**src/rtl/exec_sequencer.sv**
```systemverilog
// -----------------------------------------------------------------------------
// exec_sequencer
//
// Multi-cycle execute-stage sequencer sitting between the decode stage and the
// combinational arith_logic_unit.  One decoded instruction is taken per
// dec_valid/dec_ready handshake and its operands are registered.  The ALU is
// driven from those registers for exactly one cycle.  After that cycle the
// sequencer either:
//   - holds an ALU result for writeback on a wb_valid/wb_ready handshake, or
//   - emits a one-cycle br_taken pulse with the resolved branch target.
//
// The copperv core defines the data width, ALU opcode width and ALU opcodes in
// copperv_h.v.  They are parameters here so the block stays self-contained.
//
// Optional feature macro:
//   EXEC_BRANCH_EN  defined   : BEQ/BNE are resolved (ALU SUB + alu_comp,
//                               dedicated pc+imm target adder).
//                   undefined : branch kinds are accepted, spend one EXEC cycle
//                               with a NOP on the ALU and retire silently;
//                               br_taken and br_target are tied to 0.
//
// Ports:
//   clk, rst                  clock, synchronous active-high reset
//   dec_valid / dec_ready     decode handshake (dec_ready never uses dec_valid)
//   dec_kind                  00 ALU reg-reg, 01 ALU reg-imm, 10 BEQ, 11 BNE
//   dec_alu_op                ALU opcode for ALU kinds (ignored for branches)
//   dec_rs1_data/rs2_data     source operands
//   dec_imm, dec_pc, dec_rd   immediate, instruction PC, destination index
//   alu_din1/din2/op          ALU operands and opcode (NOP/0 outside EXEC)
//   alu_dout, alu_comp        ALU result and equality flag
//   wb_valid/wb_ready         writeback handshake
//   wb_rd, wb_data            writeback payload, stable while stalled
//   br_taken, br_target       taken-branch pulse and its target
// -----------------------------------------------------------------------------
module exec_sequencer #(
  parameter int DATA_WIDTH   = 32,
  parameter int ALU_OP_WIDTH = 4,
  parameter logic [ALU_OP_WIDTH-1:0] ALU_OP_NOP = ALU_OP_WIDTH'(0),
  parameter logic [ALU_OP_WIDTH-1:0] ALU_OP_ADD = ALU_OP_WIDTH'(1),
  parameter logic [ALU_OP_WIDTH-1:0] ALU_OP_SUB = ALU_OP_WIDTH'(2)
) (
  input  logic                    clk,
  input  logic                    rst,
  input  logic                    dec_valid,
  output logic                    dec_ready,
  input  logic [1:0]              dec_kind,
  input  logic [ALU_OP_WIDTH-1:0] dec_alu_op,
  input  logic [DATA_WIDTH-1:0]   dec_rs1_data,
  input  logic [DATA_WIDTH-1:0]   dec_rs2_data,
  input  logic [DATA_WIDTH-1:0]   dec_imm,
  input  logic [DATA_WIDTH-1:0]   dec_pc,
  input  logic [4:0]              dec_rd,
  output logic [DATA_WIDTH-1:0]   alu_din1,
  output logic [DATA_WIDTH-1:0]   alu_din2,
  output logic [ALU_OP_WIDTH-1:0] alu_op,
  input  logic [DATA_WIDTH-1:0]   alu_dout,
  input  logic                    alu_comp,
  output logic                    wb_valid,
  input  logic                    wb_ready,
  output logic [4:0]              wb_rd,
  output logic [DATA_WIDTH-1:0]   wb_data,
  output logic                    br_taken,
  output logic [DATA_WIDTH-1:0]   br_target
);

  typedef enum logic [1:0] {
    ST_IDLE = 2'd0,
    ST_EXEC = 2'd1,
    ST_HOLD = 2'd2
  } state_t;

  state_t state_reg, state_next;

  // Captured instruction.  Datapath registers carry no reset: they are only
  // consumed in EXEC, which is always preceded by a capture.
  logic [1:0]              kind_reg;
  logic [ALU_OP_WIDTH-1:0] op_reg;
  logic [DATA_WIDTH-1:0]   rs1_reg;
  logic [DATA_WIDTH-1:0]   rs2_reg;
  logic [DATA_WIDTH-1:0]   imm_reg;
  logic [4:0]              rd_reg;

  // Writeback payload
  logic [4:0]              wb_rd_reg;
  logic [DATA_WIDTH-1:0]   wb_data_reg;

  logic dec_accept;
  logic is_branch;
  logic exec_alu;

  assign is_branch  = kind_reg[1];
  assign exec_alu   = (state_reg == ST_EXEC) && !is_branch;
  assign dec_accept = dec_valid && dec_ready;

  // ---------------------------------------------------------------------------
  // Next state, handshake and ALU drive
  // ---------------------------------------------------------------------------
  always_comb begin
    state_next = state_reg;
    dec_ready  = 1'b0;
    alu_op     = ALU_OP_NOP;
    alu_din1   = '0;
    alu_din2   = '0;
    case (state_reg)
      ST_IDLE: begin
        dec_ready = 1'b1;
        if (dec_valid) state_next = ST_EXEC;
      end
      ST_EXEC: begin
        if (!is_branch) begin
          alu_din1   = rs1_reg;
          alu_din2   = kind_reg[0] ? imm_reg : rs2_reg;
          alu_op     = op_reg;
          state_next = ST_HOLD;
        end else begin
`ifdef EXEC_BRANCH_EN
          // Equality comes from alu_comp; the opcode field is ignored.
          alu_din1 = rs1_reg;
          alu_din2 = rs2_reg;
          alu_op   = ALU_OP_SUB;
`endif
          state_next = ST_IDLE;
        end
      end
      ST_HOLD: begin
        // A retiring result frees the slot, so a new instruction can be
        // captured on the same edge.
        dec_ready = wb_ready;
        if (wb_ready) state_next = dec_valid ? ST_EXEC : ST_IDLE;
      end
      default: state_next = ST_IDLE;
    endcase
  end

  // ---------------------------------------------------------------------------
  // Operand capture
  // ---------------------------------------------------------------------------
  always_ff @(posedge clk) begin
    if (dec_accept) begin
      kind_reg <= dec_kind;
      op_reg   <= dec_alu_op;
      rs1_reg  <= dec_rs1_data;
      rs2_reg  <= dec_rs2_data;
      imm_reg  <= dec_imm;
      rd_reg   <= dec_rd;
    end
  end

  // ---------------------------------------------------------------------------
  // State and writeback registers
  // ---------------------------------------------------------------------------
  always_ff @(posedge clk) begin
    if (rst) begin
      state_reg   <= ST_IDLE;
      wb_rd_reg   <= '0;
      wb_data_reg <= '0;
    end else begin
      state_reg <= state_next;
      if (exec_alu) begin
        wb_rd_reg   <= rd_reg;
        // x0 is hardwired to zero, so its result is forced to 0.
        wb_data_reg <= (rd_reg == 5'd0) ? '0 : alu_dout;
      end
    end
  end

  assign wb_valid = (state_reg == ST_HOLD);
  assign wb_rd    = wb_rd_reg;
  assign wb_data  = wb_data_reg;

  // ---------------------------------------------------------------------------
  // Branch resolution
  // ---------------------------------------------------------------------------
`ifdef EXEC_BRANCH_EN
  logic [DATA_WIDTH-1:0] pc_reg;
  logic [DATA_WIDTH-1:0] br_sum;
  logic                  br_cond;
  logic                  br_taken_reg;
  logic [DATA_WIDTH-1:0] br_target_reg;

  always_ff @(posedge clk) begin
    if (dec_accept) pc_reg <= dec_pc;
  end

  // Dedicated adder; wraps modulo 2^DATA_WIDTH.
  assign br_sum  = pc_reg + imm_reg;
  // kind_reg[0]: 0 = BEQ (taken on equal), 1 = BNE (taken on not-equal)
  assign br_cond = kind_reg[0] ? !alu_comp : alu_comp;

  always_ff @(posedge clk) begin
    if (rst) begin
      br_taken_reg  <= 1'b0;
      br_target_reg <= '0;
    end else begin
      br_taken_reg <= 1'b0;
      // The target only moves on a taken branch, so a not-taken branch
      // leaves both outputs untouched.
      if ((state_reg == ST_EXEC) && is_branch && br_cond) begin
        br_taken_reg  <= 1'b1;
        br_target_reg <= br_sum;
      end
    end
  end

  assign br_taken  = br_taken_reg;
  assign br_target = br_target_reg;
`else
  // Without branch resolution the PC and the equality flag have no consumer.
  logic unused_branch_inputs;
  assign unused_branch_inputs = alu_comp ^ (^dec_pc);

  assign br_taken  = 1'b0;
  assign br_target = '0;
`endif

endmodule
```
**config.mk**
```make
export PLATFORM = sky130hd
export DESIGN_NAME = exec_sequencer
export DESIGN_NICKNAME = d
export VERILOG_FILES = /design/src/rtl/exec_sequencer.sv
export SDC_FILE = /design/constraint.sdc
export NUM_CORES = 1
export LEC_CHECK = 0
export ABC_AREA = 1
export CAP_MARGIN = 15
export CORE_MARGIN = 3
export CORE_UTILIZATION = 35
export DETAILED_ROUTE_END_ITERATION = 7
export GPL_TIMING_DRIVEN = 0
export PLACE_DENSITY = 0.73
export SLEW_MARGIN = 20
export SYNTH_ARGS = -nofsm -noshare
export SYNTH_HDL_FRONTEND = slang
export SYNTH_SLANG_ARGS = --single-unit
```
**constraint.sdc**
```tcl
create_clock -name clk -period 11.6 [get_ports clk]
set_input_delay 2.32 -clock clk [delete_from_list [all_inputs] [get_ports clk]]
set_output_delay 2.32 -clock clk [all_outputs]
set_load 0.05 [all_outputs]
```
; After elaboration in Yosys (flattened, before gate mapping)
; Index checks and enable logic that the tools add are counted.
[totals]
regBits = 146
input_bits = 176
word_cells = 33
[op_classes]
eq_ne = 4
mux = 14
reduce_logical = 6
[ops]
columns = operator, count
row1 = $mux W32, 6
row2 = $mux W4, 2
row3 = $mux W2, 3
row4 = $pmux W2 S3, 1
row5 = $logic_not A5 Y1, 1
row6 = $eq A2 B1 Y1 const B, 1
row7 = $eq A2 B2 Y1 const B, 1
row8 = $logic_and A1 B1 Y1, 2
row9 = $logic_not A2 Y1, 1
row10 = $ne A2 B1 Y1 const B, 1
row11 = $ne A2 B2 Y1 const B, 1
row12 = $pmux W1 S2, 1
row13 = $reduce_and A2 Y1, 1
row14 = $logic_not A1 Y1, 1
row15 = $mux W1, 1

; Longest topological paths before layout
; Gate-level depths: netlist of run 1.
[logic_depth]
ltp_word = 3
mapped_depth = 7

; Worst setup path after synthesis of run 1
; Ideal clock, no wire load.
[synth_timing]
kind = input port to flip-flop
start = input port wb_ready
end = register imm_reg[0] (enable)
setup_ps = 574
t_arrival_ps = 6909
required_ps = 11026
slack_ps = 4117
cell_stages = 2
path_buffers = 0
path_cell_list = o21ai_0 -> nor2_1
[synth_via]
elab_chain_len = 2
[synth_lines]
columns = element, line_no
row1 = "start, declared", 59  ; input logic wb_ready,
row2 = $pmux W1 S2, 104  ; case (state_reg)
row3 = $logic_and A1 B1 Y1, 93  ; assign dec_accept = dec_valid && dec_ready;
row4 = named net dec_accept, 87  ; logic dec_accept;
row5 = "end signal, assigned", 144  ; imm_reg <= dec_imm;
row6 = "end, declared", 80  ; logic [DATA_WIDTH-1:0] imm_reg;
; The timed path passes the listed nets, and every way through them passes these cells.
; A chain may end at the register's enable or synchronous reset.

; Worst setup path after layout of run 1
[layout_timing]
start = input port wb_ready
end = output port dec_ready
[layout_via]
elab_chain_len = 1
[layout_lines]
columns = element, line_no
row1 = $pmux W1 S2, 104
row2 = "end, declared", 45  ; output logic dec_ready,
; No other way between the ends.

==> results of run 1 <==
cells by family (layout without fill, tap and decap cells):
family	count (synthesis)	in the layout	share of synthesized area [%]
compound gates	71	71	6.61
buf+inv	139	423	12.5
flops	146	146	67.2
other cells	1	33	0.0631
simple gates	214	214	13.6
layout make-up:
type / count / area (um2) / area share (%)
clock inverter: 14 / 178 / 1.86
timing repair buffer: 252 / 2580 / 27.1
inverter: 77 / 292 / 3.06
sequential: 146 / 3990 / 41.9
buffer: 62 / 449 / 4.71
clock buffer: 18 / 429 / 4.50
multi-input combinational: 318 / 1330 / 14.0
tap: 220 / 275 / 2.89
how the worst max path moves through the flow:
stage | cells after the start | from | to | slack [ns]
floorplan | 2 | wb_ready | imm_reg[0]$_DFFE_PP_ | 4.12
global placement | 3 | wb_ready | op_reg[0]$_DFFE_PP_ | 1.59
detailed placement | 4 | wb_ready | dec_ready | 5.24
CTS | 4 | wb_ready | dec_ready | 5.25
global route | 4 | wb_ready | dec_ready | 5.10
finish | 4 | wb_ready | dec_ready | 5.27
stage by stage:
step                      setup WS, ns  cells
after floorplan                   4.12    603
after global placement            1.59   1071
after global routing              5.10   1107
after CTS                         5.25   1107
after detailed placement          5.24   1075
final                             5.27   1107
routing by layer:
| layer | vias up | track usage, % | part of all wire (%) |
|---|---|---|---|
| li1 | 2345 | - | - |
| met1 | 2090 | 17.5 | 37 |
| met2 | 193 | 29.4 | 51 |
| met3 | 23 | 6.29 | 9.8 |
| met4 | 0 | 6.10 | 2.1 |
| met5 | - | 0 | 0 |
worst reg2reg max path, cell delays in order, from the launching register on:
cell	delay [ns]
dfxtp_1	0.30
inv_1	0.08
o21ai_0	0.18
nor2_4	0.58
buf_16	0.24
buf_16	0.18
buf_12	0.20
where the power goes:
part | internal, W | total, W | switching, W
clock | 0.000342 | 0.000562 | 0.000220
combinational | 0.0000915 | 0.000217 | 0.000126
sequential | 0.000595 | 0.000604 | 0.00000902
total | 0.00103 | 0.00138 | 0.000355
synth_stat cells:
library cell and instances:
nand2_1 171, buf_6 9, o21ai_0 1, nor3_1 1, dfxtp_1 39, a21oi_2 10
conb_1 1, buf_2 17, nor2_1 40, inv_1 76, buf_4 34, nand3_1 1
clkbuf_1 2, edfxtp_1 107, nand3b_1 1, a21oi_1 60, inv_4 1
==> run metrics, run 1 <==
status=complete, no violations; R2R Setup Slk=9.52 ns; CP Cell Sequence=clkdlybuf4s50_1, o21ai_0, inv_1, clkdlybuf4s50_1; GRT overflow=0; min Tclk post-route=~6.3 ns; Hold Path End=wb_rd[0]$_SDFFE_PP0P_; antenna viol nets, final=0; Max Clk Rate=around 0.16 GHz; Critical Path RT=approximately 9.3 ns; Die H=between 100 and 150 um; Hold WS=0.470 ns; CTS tree=yes; post_cts resized=0; IO Pins=between 300 and 400; Peak supply drop=~90 uV; fin util=a little under three fifths; Root Buffer=clkbuf_16; first drt pass iteration count=4; overall fraction of global-route tracks in use=approximately 16%; dominant cells by area after synthesis=edfxtp_1 54%, dfxtp_1 13%, nand2_1 11%; YS warnings=0; antenna violations before repair=0; Total Power=0.00138 W; largest fanout on the critical path=3; final setup skew=0.0108 ns; ratio of cells with drive above 1 in the final layout=12.1%; area leader, netlist=edfxtp_1; Tightest Pin Transition=between 0.6 and 0.7 ns; most frequent cells in the layout=248 x clkdlybuf4s50_1, 171 x nand2_1, 107 x edfxtp_1; initial DRC count=approximately 190; classification of the worst setup path=in -> out; startpoint types=input pin; reg2reg end=rs1_reg[28]$_DFFE_PP_; CTS Buffer Depth=2; Initial Util=35.8%; share of the synthesized area in the top cell type=54.1%; ant diodes=0; Post-CTS Setup Inserts=0; most frequent CP cell=clkdlybuf4s50_1; Worst R2R Start=state_reg[1]$_SDFFE_PP0P_; period utilization=54.6%; Yosys cell types=17; Slowest cell on crit path=clkdlybuf4s50_1; vias in the first global route=roughly 4500; leakage=roughly 4.0 nW; slowest stage delay, CP=around 0.74 ns; reg2reg path depth=6; # clock sinks=around 150; Avg Inst Size Synth=roughly 10 um2; Skew-Pair Late Insertion Delay=between 0.4 and 0.5 ns; placed standard-cell area=between 8000 and 9000 um2; synthesized cell area=roughly 5900 um2; final count of negative-setup-slack endpoints=0; Post-DP HPWL=~12 mm; nets=~1100; Site Rows=between 40 and 50; CTS HTree Levels=4; Buf+Inv Stages, Crit Path=3; Synth Register Bits=146; commonest non-fill, non-tap cell in the layout=clkdlybuf4s50_1; register area share after synthesis=67.2%; Setup TNS=0 ns; CP delay by family, top=buffers and inverters; Area Overhead vs Synth=60.5%; Die Wd=136 um; CP endpoint kind=output pin; TritonCTS buffer count=17; Max Slew Vio Count=0; CTS Hold Bufs=0; Final Cell Area=9540 um2; Rel. slew slack=between 50% and 60%; Max-cap violations=0; Placer Congestion=~0.76; Reg clk slew, reported paths=about 0.06 ns; unrepaired setup endpoints after global routing=false; worst hold path depth=2; largest net degree at the start of global routing=29; Arr. time, crit path=4.01 ns; Core Footprint=around 17000 um2; PortBufs=248; Hold Path Class=reg -> reg; drt via density=4.20; final hold violation count=0; synthesized instance count=roughly 570; Fill cells=between 1000 and 1500; P per Cell Area=approximately 150 nW/um2; die footprint=18600 um2; hold_sp=wb_rd[0]$_SDFFE_PP0P_; detailed-route wire length=approximately 15 mm; first-pass GRT wire length=approximately 23 mm; DRC errors left=0; Routed WL per cell=13.9 um; DR vias=roughly 4700
(Power assumes the default switching activity.)
==> run 2, diff against run 1 <==
==> constraint.sdc (replaced) <==
create_clock -name clk -period 6.54 [get_ports clk]
set_input_delay 1.308 -clock clk [delete_from_list [all_inputs] [get_ports clk]]
set_output_delay 1.308 -clock clk [all_outputs]
set_load 0.05 [all_outputs]
==> results of run 2 <==
Same layout as run 1 (identical final DEF). Status: complete, no violations.
Main changes from that run: setup slack after placement 5.24 ns -> 2.21 ns; setup slack after layout 5.27 ns -> 2.24 ns; register-to-register setup slack 9.52 ns -> 4.46 ns; total power 0.00138 W -> 0.00245 W; worst IR drop on VDD 90.9 uV -> 161 uV
==> run 3, diff against run 2 <==
==> constraint.sdc (replaced) <==
create_clock -name clk -period 4 [get_ports clk]
set_input_delay 0.8 -clock clk [delete_from_list [all_inputs] [get_ports clk]]
set_output_delay 0.8 -clock clk [all_outputs]
set_load 0.05 [all_outputs]
==> run 3 against run 2 <==
Net effect: design area up 0.73%; clock skew is 0.0052 ns lower; critical path depth unchanged; utilization increased by 0.42 points; sequential share of layout area shrank 0.31 points; power increased by 71%; critical path type unchanged; highest routed layer is now met5.
==> run metrics, run 3 (same netlist as run 1, synthesis figures left out) <==
nets=1050; Skew-Pair Late Insertion Delay=between 0.4 and 0.5 ns; Arr. time, crit path=between 2 and 3 ns; largest fanout on the critical path=3; Max-cap violations=0; CTS Buffer Depth=2; R2R Setup Slk=around 2.0 ns; Seq. cell area=3990 um2; Hold Path Class=reg -> reg; post_cts resized=0; most frequent cells in the layout=248 x clkdlybuf4s50_1, 171 x nand2_1, 107 x edfxtp_1; Core Footprint=16600 um2; Hold WS=about 0.47 ns; Placer Congestion=approximately 0.74; first-pass GRT wire length=23.7 mm; IO Pins=316; CP delay by family, top=buffers and inverters; pre-CTS WS=between 0.6 and 0.7 ns; Worst R2R Start=state_reg[1]$_SDFFE_PP0P_; Hold Path End=wb_rd[2]$_SDFFE_PP0P_; CTS Hold Bufs=0; Die Wd=136 um; Buf+Inv Stages, Crit Path=3; Fill cells=approximately 1400; DRC errors left=0; unrepaired setup endpoints after global routing=false; crit path from=wb_ready; CP Cell Sequence=clkdlybuf4s50_1, o21ai_0, inv_1, clkdlybuf4s50_1; Routed WL per cell=14.1 um; period utilization=just over 80%; final count of negative-setup-slack endpoints=0; slowest stage delay, CP=0.74 ns; hold_sp=wb_rd[2]$_SDFFE_PP0P_; Post-CTS Setup Inserts=0; TritonCTS buffer count=17; worst hold path depth=2; CTS tree=yes; status=complete, no violations; reg2reg end=rs1_reg[12]$_DFFE_PP_; overall fraction of global-route tracks in use=about 17%; DR vias=around 4700; CP endpoint kind=output pin; most frequent CP cell=clkdlybuf4s50_1; GRT overflow=0; # clock sinks=146; startpoint types=input pin; Rel. slew slack=between 60% and 70%; ratio of cells with drive above 1 in the final layout=between 10% and 20%; Tightest Pin Transition=between 0.5 and 0.6 ns; initial DRC count=about 160; die footprint=between 15000 and 20000 um2; Root Buffer=clkbuf_16; Critical Path RT=3.20 ns; Setup TNS=0 ns; reg2reg path depth=6; Site Rows=47; Die H=136 um; final hold violation count=0; area occupied by multi-input gates=around 1300 um2; placed standard-cell area=8930 um2; final setup skew=approximately 0.0056 ns; leakage=4.05 nW; Max Slew Vio Count=0; Area Overhead vs Synth=61.7%; vias in the first global route=roughly 4700; PortBufs=248; antenna viol nets, final=0; Max Clk Rate=between 0.3 and 0.4 GHz; Reg clk slew, reported paths=approximately 0.06 ns; min Tclk post-route=between 3 and 4 ns; Peak supply drop=around 280 uV; first drt pass iteration count=5; detailed-route wire length=between 15 and 20 mm; final setup margin=0.676 ns; classification of the worst setup path=in -> out; Slowest cell on crit path=clkdlybuf4s50_1; P per Cell Area=about 440 nW/um2; Post-DP HPWL=about 12 mm; commonest non-fill, non-tap cell in the layout=clkdlybuf4s50_1; Final Cell Area=around 9600 um2; largest net degree at the start of global routing=26; ant diodes=0; CTS HTree Levels=4; drt via density=4.24; Initial Util=between 30 and 40%; antenna violations before repair=1
run 3: changes by cell type in the layout (fill, tap and decap cells not counted):
cell | before | now
clkinv_1 | 0 | 1
inv_6 | 3 | 4
bufinv_16 | 3 | 6
clkinv_2 | 2 | 0
clkinvlp_4 | 3 | 0
run 3: worst min-delay path, delay by kind of cell, from the launching register on:
kind	cells	cell delay [ns]
and+or+nand+nor	1	0.06
DFF	1	0.31
AOI/OAI and AO/OA	1	0.06
run 3: layer usage:
metal	global-route usage [%]	wire length [um]	vias to the layer above
li1	-	-	2351
met1	17.7	5660	2108
met2	29.5	7970	199
met3	6.25	1500	30
met4	7.89	463	2
met5	0	13	-
run 3: area by class of cell:
type                            count  share of cell area [%]
Multi-Input combinational cell    318                    13.9
Clock inverter                     14                    2.58
Sequential cell                   146                    41.6
Clock buffer                       18                    4.47
Tap cell                          220                    2.87
Inverter                           77                    3.04
Timing Repair Buffer              252                    26.9
Buffer                             62                    4.68
run 3: how the worst max path moves through the flow:
stage                     cells past startpoint               endpoint  slack [ns]
after floorplan                               2   imm_reg[0]$_DFFE_PP_        0.99
after global placement                        3  rs1_reg[28]$_DFFE_PP_       -0.21
after detailed placement                      4              dec_ready        0.70
after CTS                                     4              dec_ready        0.67
after global routing                          5           alu_din2[11]        0.57
final                                         4              dec_ready        0.68
run 3: through the flow:
stage	total power [W]	utilization [%]	cells
floorplan	0.00215	-	603
global placement	0.00239	53.2	1071
detailed placement	0.00242	53.8	1075
CTS	0.00425	57.9	1107
global route	0.00437	57.9	1107
finish	0.00420	57.9	1107
run 3: where the power goes:
part	total [W]	switching, W	internal (W)
clock network	0.00182	0.000636	0.00118
registers	0.00175	0.0000262	0.00173
logic	0.000631	0.000366	0.000265
